## src/rtl/seq_controller_if.sv

```systemverilog
// ---------------------------------------------------------------------------
// seq_controller_if
// Bundles the sequencer's control inputs and status outputs.
//   run     : step enable (single-step when pulsed)
//   opcode  : instruction-register opcode
//   flag_c  : carry flag
//   flag_z  : zero flag
//   out     : control word (CW_W bits)
//   step    : current T-step (STEP_W bits)
//   halted  : halt latch
// Modports: master drives run/opcode/flags, slave (the controller) drives
// out/step/halted.
// ---------------------------------------------------------------------------
`timescale 1ns/1ps
interface seq_controller_if #(
    parameter int CW_W   = 16,
    parameter int STEP_W = 3
);
    logic              run;
    logic [3:0]        opcode;
    logic              flag_c;
    logic              flag_z;
    logic [CW_W-1:0]   out;
    logic [STEP_W-1:0] step;
    logic              halted;

    modport master (
        output run, opcode, flag_c, flag_z,
        input  out, step, halted
    );

    modport slave (
        input  run, opcode, flag_c, flag_z,
        output out, step, halted
    );
endinterface

```

## src/rtl/seq_controller.sv

```systemverilog
// ---------------------------------------------------------------------------
// seq_controller
// Microcode sequencer for a small 8-bit CPU. A T-step counter walks through
// fetch (T0-T2) and execute (T3-T5) steps; the control word is a purely
// combinational decode of step, opcode and flags.
// Ports:
//   clk  : system clock, rising edge
//   rst  : asynchronous active-high reset
//   bus  : seq_controller_if.slave (run, opcode, flag_c, flag_z in;
//          out, step, halted out)
// Parameters:
//   CW_W   : control-word width, 12 (legacy) or 16 (extended)
//   STEP_W : step-counter width, >= 3
// Build option:
//   SEQ_EARLY_END_EN : when defined, short instructions wrap after T3/T4
//                      instead of always running to T5.
// ---------------------------------------------------------------------------
`timescale 1ns/1ps
module seq_controller #(
    parameter int CW_W   = 16,
    parameter int STEP_W = 3
) (
    input  logic             clk,
    input  logic             rst,
    seq_controller_if.slave  bus
);
    // Opcodes
    localparam logic [3:0] OP_LDA = 4'b0000;
    localparam logic [3:0] OP_ADD = 4'b0001;
    localparam logic [3:0] OP_SUB = 4'b0010;
    localparam logic [3:0] OP_STA = 4'b0011;
    localparam logic [3:0] OP_LDI = 4'b0100;
    localparam logic [3:0] OP_JMP = 4'b0101;
    localparam logic [3:0] OP_JC  = 4'b0110;
    localparam logic [3:0] OP_JZ  = 4'b0111;
    localparam logic [3:0] OP_OUT = 4'b1110;
    localparam logic [3:0] OP_HLT = 4'b1111;

    // Control-word bits (extended 16-bit layout)
    localparam logic [15:0] CW_ADDER_EN  = 16'h0001;
    localparam logic [15:0] CW_ADDER_SUB = 16'h0002;
    localparam logic [15:0] CW_B_LOAD    = 16'h0004;
    localparam logic [15:0] CW_A_EN      = 16'h0008;
    localparam logic [15:0] CW_A_LOAD    = 16'h0010;
    localparam logic [15:0] CW_IR_EN     = 16'h0020;
    localparam logic [15:0] CW_IR_LOAD   = 16'h0040;
    localparam logic [15:0] CW_MEM_EN    = 16'h0080;
    localparam logic [15:0] CW_MEM_LOAD  = 16'h0100;
    localparam logic [15:0] CW_PC_EN     = 16'h0200;
    localparam logic [15:0] CW_PC_INC    = 16'h0400;
    localparam logic [15:0] CW_HLT       = 16'h0800;
    localparam logic [15:0] CW_MEM_WRITE = 16'h1000;
    localparam logic [15:0] CW_PC_LOAD   = 16'h2000;
    localparam logic [15:0] CW_OUT_LOAD  = 16'h4000;
    localparam logic [15:0] CW_FLAGS_LD  = 16'h8000;

    localparam int  HLT_BIT  = 11;
    localparam bit  EXT_WORD = (CW_W == 16);

    typedef enum logic {
        ST_RUN,
        ST_HALTED
    } state_t;

    state_t              state_reg, state_next;
    logic [STEP_W-1:0]   step_reg, step_next;
    logic [STEP_W-1:0]   last_step;
    logic [15:0]         word_full;
    logic [CW_W-1:0]     out_gated;
    logic                halted;
    logic                unused_word;

    assign halted = (state_reg == ST_HALTED);

    // Final step of the current instruction, after which the counter wraps.
    always_comb begin
        last_step = STEP_W'(5);
`ifdef SEQ_EARLY_END_EN
        case (bus.opcode)
            OP_ADD, OP_SUB: last_step = STEP_W'(5);
            OP_LDA, OP_STA: last_step = STEP_W'(4);
            default:        last_step = STEP_W'(3);
        endcase
`endif
    end

    // State register
    always_ff @(posedge clk or posedge rst) begin
        if (rst) begin
            state_reg <= ST_RUN;
            step_reg  <= '0;
        end else begin
            state_reg <= state_next;
            step_reg  <= step_next;
        end
    end

    // Next-state logic: the halt latch freezes the counter at T3.
    always_comb begin
        state_next = state_reg;
        step_next  = step_reg;
        if (state_reg == ST_RUN && bus.run) begin
            if (step_reg == STEP_W'(3) && bus.opcode == OP_HLT) begin
                state_next = ST_HALTED;
            end else if (step_reg >= last_step) begin
                step_next = '0;
            end else begin
                step_next = step_reg + STEP_W'(1);
            end
        end
    end

    // Control-word decode (always computed in the 16-bit layout).
    always_comb begin
        word_full = '0;
        case (step_reg)
            STEP_W'(0): word_full = CW_PC_EN | CW_MEM_LOAD;
            STEP_W'(1): word_full = CW_PC_INC;
            STEP_W'(2): word_full = CW_MEM_EN | CW_IR_LOAD;
            STEP_W'(3): begin
                case (bus.opcode)
                    OP_LDA, OP_ADD, OP_SUB, OP_STA:
                        word_full = CW_IR_EN | CW_MEM_LOAD;
                    OP_LDI: word_full = CW_IR_EN | CW_A_LOAD;
                    OP_JMP: word_full = CW_IR_EN | CW_PC_LOAD;
                    OP_JC:  word_full = bus.flag_c ? (CW_IR_EN | CW_PC_LOAD) : 16'h0000;
                    OP_JZ:  word_full = bus.flag_z ? (CW_IR_EN | CW_PC_LOAD) : 16'h0000;
                    OP_OUT: word_full = CW_A_EN | CW_OUT_LOAD;
                    OP_HLT: word_full = CW_HLT;
                    default: word_full = '0;
                endcase
            end
            STEP_W'(4): begin
                case (bus.opcode)
                    OP_LDA:         word_full = CW_MEM_EN | CW_A_LOAD;
                    OP_ADD, OP_SUB: word_full = CW_MEM_EN | CW_B_LOAD;
                    OP_STA:         word_full = CW_A_EN | CW_MEM_WRITE;
                    default:        word_full = '0;
                endcase
            end
            STEP_W'(5): begin
                case (bus.opcode)
                    OP_ADD: word_full = CW_ADDER_EN | CW_A_LOAD | CW_FLAGS_LD;
                    OP_SUB: word_full = CW_ADDER_EN | CW_ADDER_SUB | CW_A_LOAD | CW_FLAGS_LD;
                    default: word_full = '0;
                endcase
            end
            default: word_full = '0;
        endcase

        // The legacy word has no store/jump/output paths: those opcodes
        // execute as NOP once fetch is done.
        if (!EXT_WORD && step_reg >= STEP_W'(3)) begin
            case (bus.opcode)
                OP_STA, OP_JMP, OP_JC, OP_JZ, OP_OUT: word_full = '0;
                default: ;
            endcase
        end
    end

    // Upper bits are simply not present in the legacy word (drops FLAGS_LOAD).
    assign unused_word = ^word_full;

    // Output gating: silent in reset and stalls; only HLT survives a halt.
    generate
        for (genvar gi = 0; gi < CW_W; gi++) begin : g_out
            assign out_gated[gi] = rst    ? 1'b0 :
                                   halted ? ((gi == HLT_BIT) ? 1'b1 : 1'b0) :
                                            (bus.run & word_full[gi]);
        end
    endgenerate

    assign bus.out    = out_gated;
    assign bus.step   = step_reg;
    assign bus.halted = halted;

endmodule

```

## src/flat_wrapper.sv

```systemverilog
// flat-port wrapper written by rule: the top's interface ports become plain ports
module seq_controller_flat 
#(
    parameter int CW_W   = 16,
    parameter int STEP_W = 3
)
  (clk, rst, bus_run, bus_opcode, bus_flag_c, bus_flag_z, bus_out, bus_step, bus_halted);
  seq_controller_if #(.CW_W(CW_W), .STEP_W(STEP_W)) bus_i ();
  input  logic clk;
  input  logic rst;
  input wire logic [$bits(bus_i.run)-1:0] bus_run;
  input wire logic [$bits(bus_i.opcode)-1:0] bus_opcode;
  input wire logic [$bits(bus_i.flag_c)-1:0] bus_flag_c;
  input wire logic [$bits(bus_i.flag_z)-1:0] bus_flag_z;
  output wire logic [$bits(bus_i.out)-1:0] bus_out;
  output wire logic [$bits(bus_i.step)-1:0] bus_step;
  output wire logic [$bits(bus_i.halted)-1:0] bus_halted;
  assign bus_i.run = bus_run;
  assign bus_i.opcode = bus_opcode;
  assign bus_i.flag_c = bus_flag_c;
  assign bus_i.flag_z = bus_flag_z;
  assign bus_out = bus_i.out;
  assign bus_step = bus_i.step;
  assign bus_halted = bus_i.halted;
  seq_controller #(.CW_W(CW_W), .STEP_W(STEP_W)) u_core (.clk(clk), .rst(rst), .bus(bus_i));
endmodule
```

## config.mk

```make
export PLATFORM = sky130hd
export DESIGN_NAME = seq_controller_flat
export DESIGN_NICKNAME = d
export VERILOG_FILES = /design/src/rtl/seq_controller_if.sv /design/src/rtl/seq_controller.sv /design/src/flat_wrapper.sv
export SDC_FILE = /design/constraint.sdc
export NUM_CORES = 1
export LEC_CHECK = 0
export BUFFER_PORTS_ARGS = -buffer_cell sky130_fd_sc_hd__buf_2
export CELL_PAD_IN_SITES_DETAIL_PLACEMENT = 1
export CELL_PAD_IN_SITES_GLOBAL_PLACEMENT = 1
export CORE_ASPECT_RATIO = 0.7
export CORE_MARGIN = 8
export CORE_UTILIZATION = 28
export CTS_CLUSTER_DIAMETER = 40
export DETAILED_ROUTE_END_ITERATION = 8
export PLACE_DENSITY = 0.71
export SETUP_SLACK_MARGIN = 0.05
export SYNTH_ARGS = -nofsm -noshare
export SYNTH_HDL_FRONTEND = slang
export SYNTH_SLANG_ARGS = --single-unit
```

## constraint.sdc

```tcl
create_clock -name clk -period 1.7 [get_ports clk]
set_input_delay 0.34 -clock clk [delete_from_list [all_inputs] [get_ports clk]]
set_output_delay 0.34 -clock clk [all_outputs]
set_load 0.01 [all_outputs]
```

# Word level (Yosys, flattened, before mapping)

Cells that the tools add are included.

Register bits: 4
Input port bits: 9

$add $sub $neg: 1
$lt $le $gt $ge: 1
Equal/unequal tests: 14
Muxes and demuxes: 39
Bitwise logic cells: 18
Reductions and logical operators: 8

Operators by type and width:

| operator              | count |
|---|---|
| $pmux W16 S7          | 1 |
| $pmux W16 S6          | 1 |
| $pmux W13 S3          | 1 |
| $mux W1               | 32 |
| $pmux W16 S2          | 1 |
| $mux W14              | 2 |
| $and A1 B1 Y1         | 16 |
| $eq A4 B3 Y1 const B  | 4 |
| $eq A4 B2 Y1 const B  | 2 |
| $eq A4 B4 Y1 const B  | 2 |
| $eq A3 B2 Y1 const B  | 2 |
| $eq A3 B3 Y1 const B  | 2 |
| $eq A4 B1 Y1 const B  | 1 |
| $logic_not A4 Y1      | 1 |
| $reduce_and A2 Y1     | 2 |
| $reduce_or A4 Y1      | 1 |
| $add A3 B1 Y3 const B | 1 |
| $eq A3 B1 Y1 const B  | 1 |
| $ge A3 B3 Y1 const B  | 1 |
| $logic_not A3 Y1      | 1 |
| $mux W3               | 1 |
| $logic_and A1 B1 Y1   | 2 |
| $not A1 Y1            | 2 |
| $reduce_or A2 Y1      | 1 |

# Logic depth before layout (Yosys ltp)

Word-level depth: 7
Gate-level depth with buffers: 6
Gate-level depth less buffers: 5

# Worst setup path before layout

No wires, ideal clock.

Path kind: register to output
Start point: register u_core.step_reg[2], in the netlist u_core.bus.step[2]
End point: output bus_out[4]
Arrival time: 1,494 ps
Required time: 1,360 ps
Slack: -134 ps
Stages on the path, launching flop included: 7
Cell sequence: dfrtp_1 buf_4 inv_1 ha_1 nand2_1 a211o_1 a221oi_2

Word-level cells in the longest chain between the ends: 5
Elaborated cells on any way between the ends: 10
Those cells by class: eq/ne (5); mux (3); bitwise (1); reduce/logical (1)

RTL lines:

| what                                       | RTL line              | RTL |
|---|---|---|
| start: declaration                         | seq_controller.sv:66  | `logic [STEP_W-1:0] step_reg, step_next;` |
| start signal: assignment                   | seq_controller.sv:94  | `step_reg <= step_next;` |
| $eq A3 B3 Y1, or another cell as far along | seq_controller.sv:116 | `case (step_reg)` |
| $pmux W16 S6 (*)                           | seq_controller.sv:116 |  |
| $and A1 B1 Y1 (*)                          | seq_controller.sv:169 | `(bus.run & word_full[gi]);` |
| $mux W1 (*)                                | seq_controller.sv:168 | `halted ? ((gi == HLT_BIT) ? 1'b1 : 1'b0) :` |
| $mux W1 (*)                                | seq_controller.sv:167 | `assign out_gated[gi] = rst ? 1'b0 :` |
| end: declaration                           | flat_wrapper.sv:15    | `output wire logic [$bits(bus_i.out)-1:0] bus_out;` |

Mark *: on every way between the ends. The rest lies on a longest branch, timed or not.

# Worst setup path after layout

Start point: register u_core.step_reg[0], in the netlist u_core.bus.step[0]
End point: output bus_out[3]

Same word-level chain as after synthesis.

==> run metrics <==
switching part of the total power=45.20%; synthesized flop and latch total=4; cell internal pwr=0.8905 mW; hpwl dp=1755 µm; clk_lat worst skew=0.27 ns; min-delay worst type=in2async; synth top area cells=dfrtp_1 17%, ha_1 11%, mux2_4 5.1%; Syn Nets=83; Synth Area in Adders=10.57%; Min Hold Slack=0.003991 ns; Area Overhead vs Synth=102.1%; Slew Limit Fails=0; Ports=29; Placer Congestion=0.7965; Tot Pwr=1.625 mW; combinational share of power=76.5%; pwr dens=1359 nW/µm²; total wire length=3070 µm; drc violations=0; clk slew on worst S/H paths=0.05 ns; fraction of registers with async set/reset=100.0%; top-count cell post-synth=nor2_1; post-route cell area=1196 µm²; Synth cell types=35; router iterations before antenna repair=4; Final Hold Viols=0; outcome=complete, but fails checks; max reg flops=3; CTS tree=built; Total GRT Usage=13.04%; Crit. End Element=output pin; vias in the first global route=767; storage element area=103.9 µm²; clock tree buffer depth=2; violated checks=setup timing; sequential area share after synthesis=16.91%; dpl ws=-0.1270 ns; Synth Area in Compound Gates=19.87%; cell depth of the worst flop-to-flop path=6; initial antenna violation count=0; Non-Filler Instances=148; first-pass GRT wire length=3843 µm; Clock Skews=0.002685 ns; P_sw=0.7346 mW; Relative slew margins=76.07%; highest clock rate=0.4865 GHz; min Tclk post-route=2.055 ns; Avg Cell Area, Syn=8.577 µm²; Die Area=3864 µm²; yosys warns=0; multiplexer area fraction after synthesis=8.668%; area taken by multi-input logic gates=634.4 µm²; cell leakage power=0.5583 nW; Initial DRC Count=22; WS Path Type=reg2out; n_diodes=0; Final Setup Violations=18; simple-gate portion of the synthesized area=34.67%; Mapped Cells=69; Inst Count DP=134; Clock Sink Count=4; Layout Utilization=57.87%; max cap viols=0; Post-Synth XOR/XNOR Area=1.480%; Clk pwr share=9.8%; WP data arrival=1.72 ns; initial core utilization=28.63%; unrepaired setup endpoints after global routing=yes; Worst path max stage delay=0.44 ns; CP Launch Type=flop; Core Region=2067 µm²; H-tree depth=1; nets@finish=139; DR vias/cell=5.277; CP max FO=3; Routed Antenna Nets=0; Final Worst Setup Slack=-0.3554 ns; # fillers=230; largest net degree at the start of global routing=11; most common library cells after synthesis=6 x nor2_1, 5 x ha_1, 5 x inv_1, 5 x nor3_1; area leader, netlist=dfrtp_1; Worst VDD drop=787.3 µV; share of power burned in registers=13.7%; Critical Path RT=1.36 ns; slew at the pin closest to its max-slew limit=0.3577 ns; setup_tns=-3.284 ns; IO buf count=28; Post-synth EDFFs=0; slowest CP cell=dfrtp_2; top-area cell type share of the netlist area=16.91%; remaining global-route overflow=0; main combinational cell family by area after synthesis=simple AND/OR/NAND/NOR gates; CTS root buffer=clkbuf_4; chip width=70.95 µm; placed cell area=884.6 µm²; CP Cell Sequence=inv_2 > ha_4 > buf_6 > nand4bb_4 > mux2_4 > nor2_2 > buf_2; Syn Std Cell Area=591.8 µm²; CTS buffer count=3; ys flop type=dfrtp_1; final worst-path cycle share=120.9%; layout cell share with drive strength beyond 1=79.03%; Std-Cell Rows=14; DR vias=781; Wirelength per Cell=20.74 µm; Die Ht=54.47 µm
-- routing by layer --
metal	global-route usage, %	share of wire, %	up-vias
met5	0	0	-
met1	13.98	41	387
li1	-	-	367
met3	3.108	4.2	6
met4	5.137	1.8	0
met2	25.11	53	21
-- worst paths after layout --
check / start / slack, ns / end
max: u_core.bus.step[0] / -0.36 / bus_out[3]
min: rst / 0.004 / u_core.bus.halted
max reg2reg: u_core.bus.step[1] / -0.02 / u_core.bus.step[2]
min reg2reg: u_core.bus.halted / 0.67 / u_core.bus.halted
max in group asynchronous: rst / 1.51 / u_core.bus.step[1]
min in group clk: bus_run / 0.37 / u_core.bus.halted
-- final cells by class --
type / instances / share of cell area [%]
Multi-Input combinational cell: 56 / 53.03
Timing Repair Buffer: 55 / 31.80
Sequential cell: 4 / 8.682
Tap cell: 24 / 2.510
Clock buffer: 4 / 2.197
Inverter: 5 / 1.778
-- timing repair --
item	CTS	global route
buffers inserted	6	5
pin swaps	10	8
setup endpoints to repair	19	19
hold buffers	0	0
resized for setup	28	13
-- cells in the final DEF, fill, tap and decap left out, types with 2 or more instances in the layout --
cell type / count
nand2_1: 2
ha_4: 4
nand3_1: 2
clkbuf_4: 3
inv_2: 3
nand2_4: 2
buf_6: 8
buf_2: 25
buf_4: 22
dfrtp_2: 3
and3_4: 4
nor2_1: 5
mux2_4: 3
nor4_4: 2
nor3_2: 4
-- power groups by stage --
stage	Clock [mW]	Sequential (mW)	Combinational, mW
after CTS	0.149	0.215	1.07
final	0.159	0.223	1.24
after global placement	0	0.194	0.845
after global routing	0.168	0.227	1.32
after detailed placement	0	0.201	0.862
after floorplan	0	0.223	0.437
-- kinds of logic (layout without fill, tap and decap cells) --
logic type | Yosys count | count (layout)
compound gates | 13 | 13
xor+xnor | 1 | 1
fa+ha+maj | 5 | 5
buf+inv | 9 | 64
flops | 4 | 4
mux | 4 | 4
simple gates | 33 | 33
-- worst max-delay path: cells and delay by family, from the launching register on --
kind,cells,cell delay (ns)
simple gates,2,0.21
fa+ha+maj,1,0.16
mux,1,0.28
buf+inv,3,0.36
flops,1,0.44
Power figures use the tool's default switching activity.
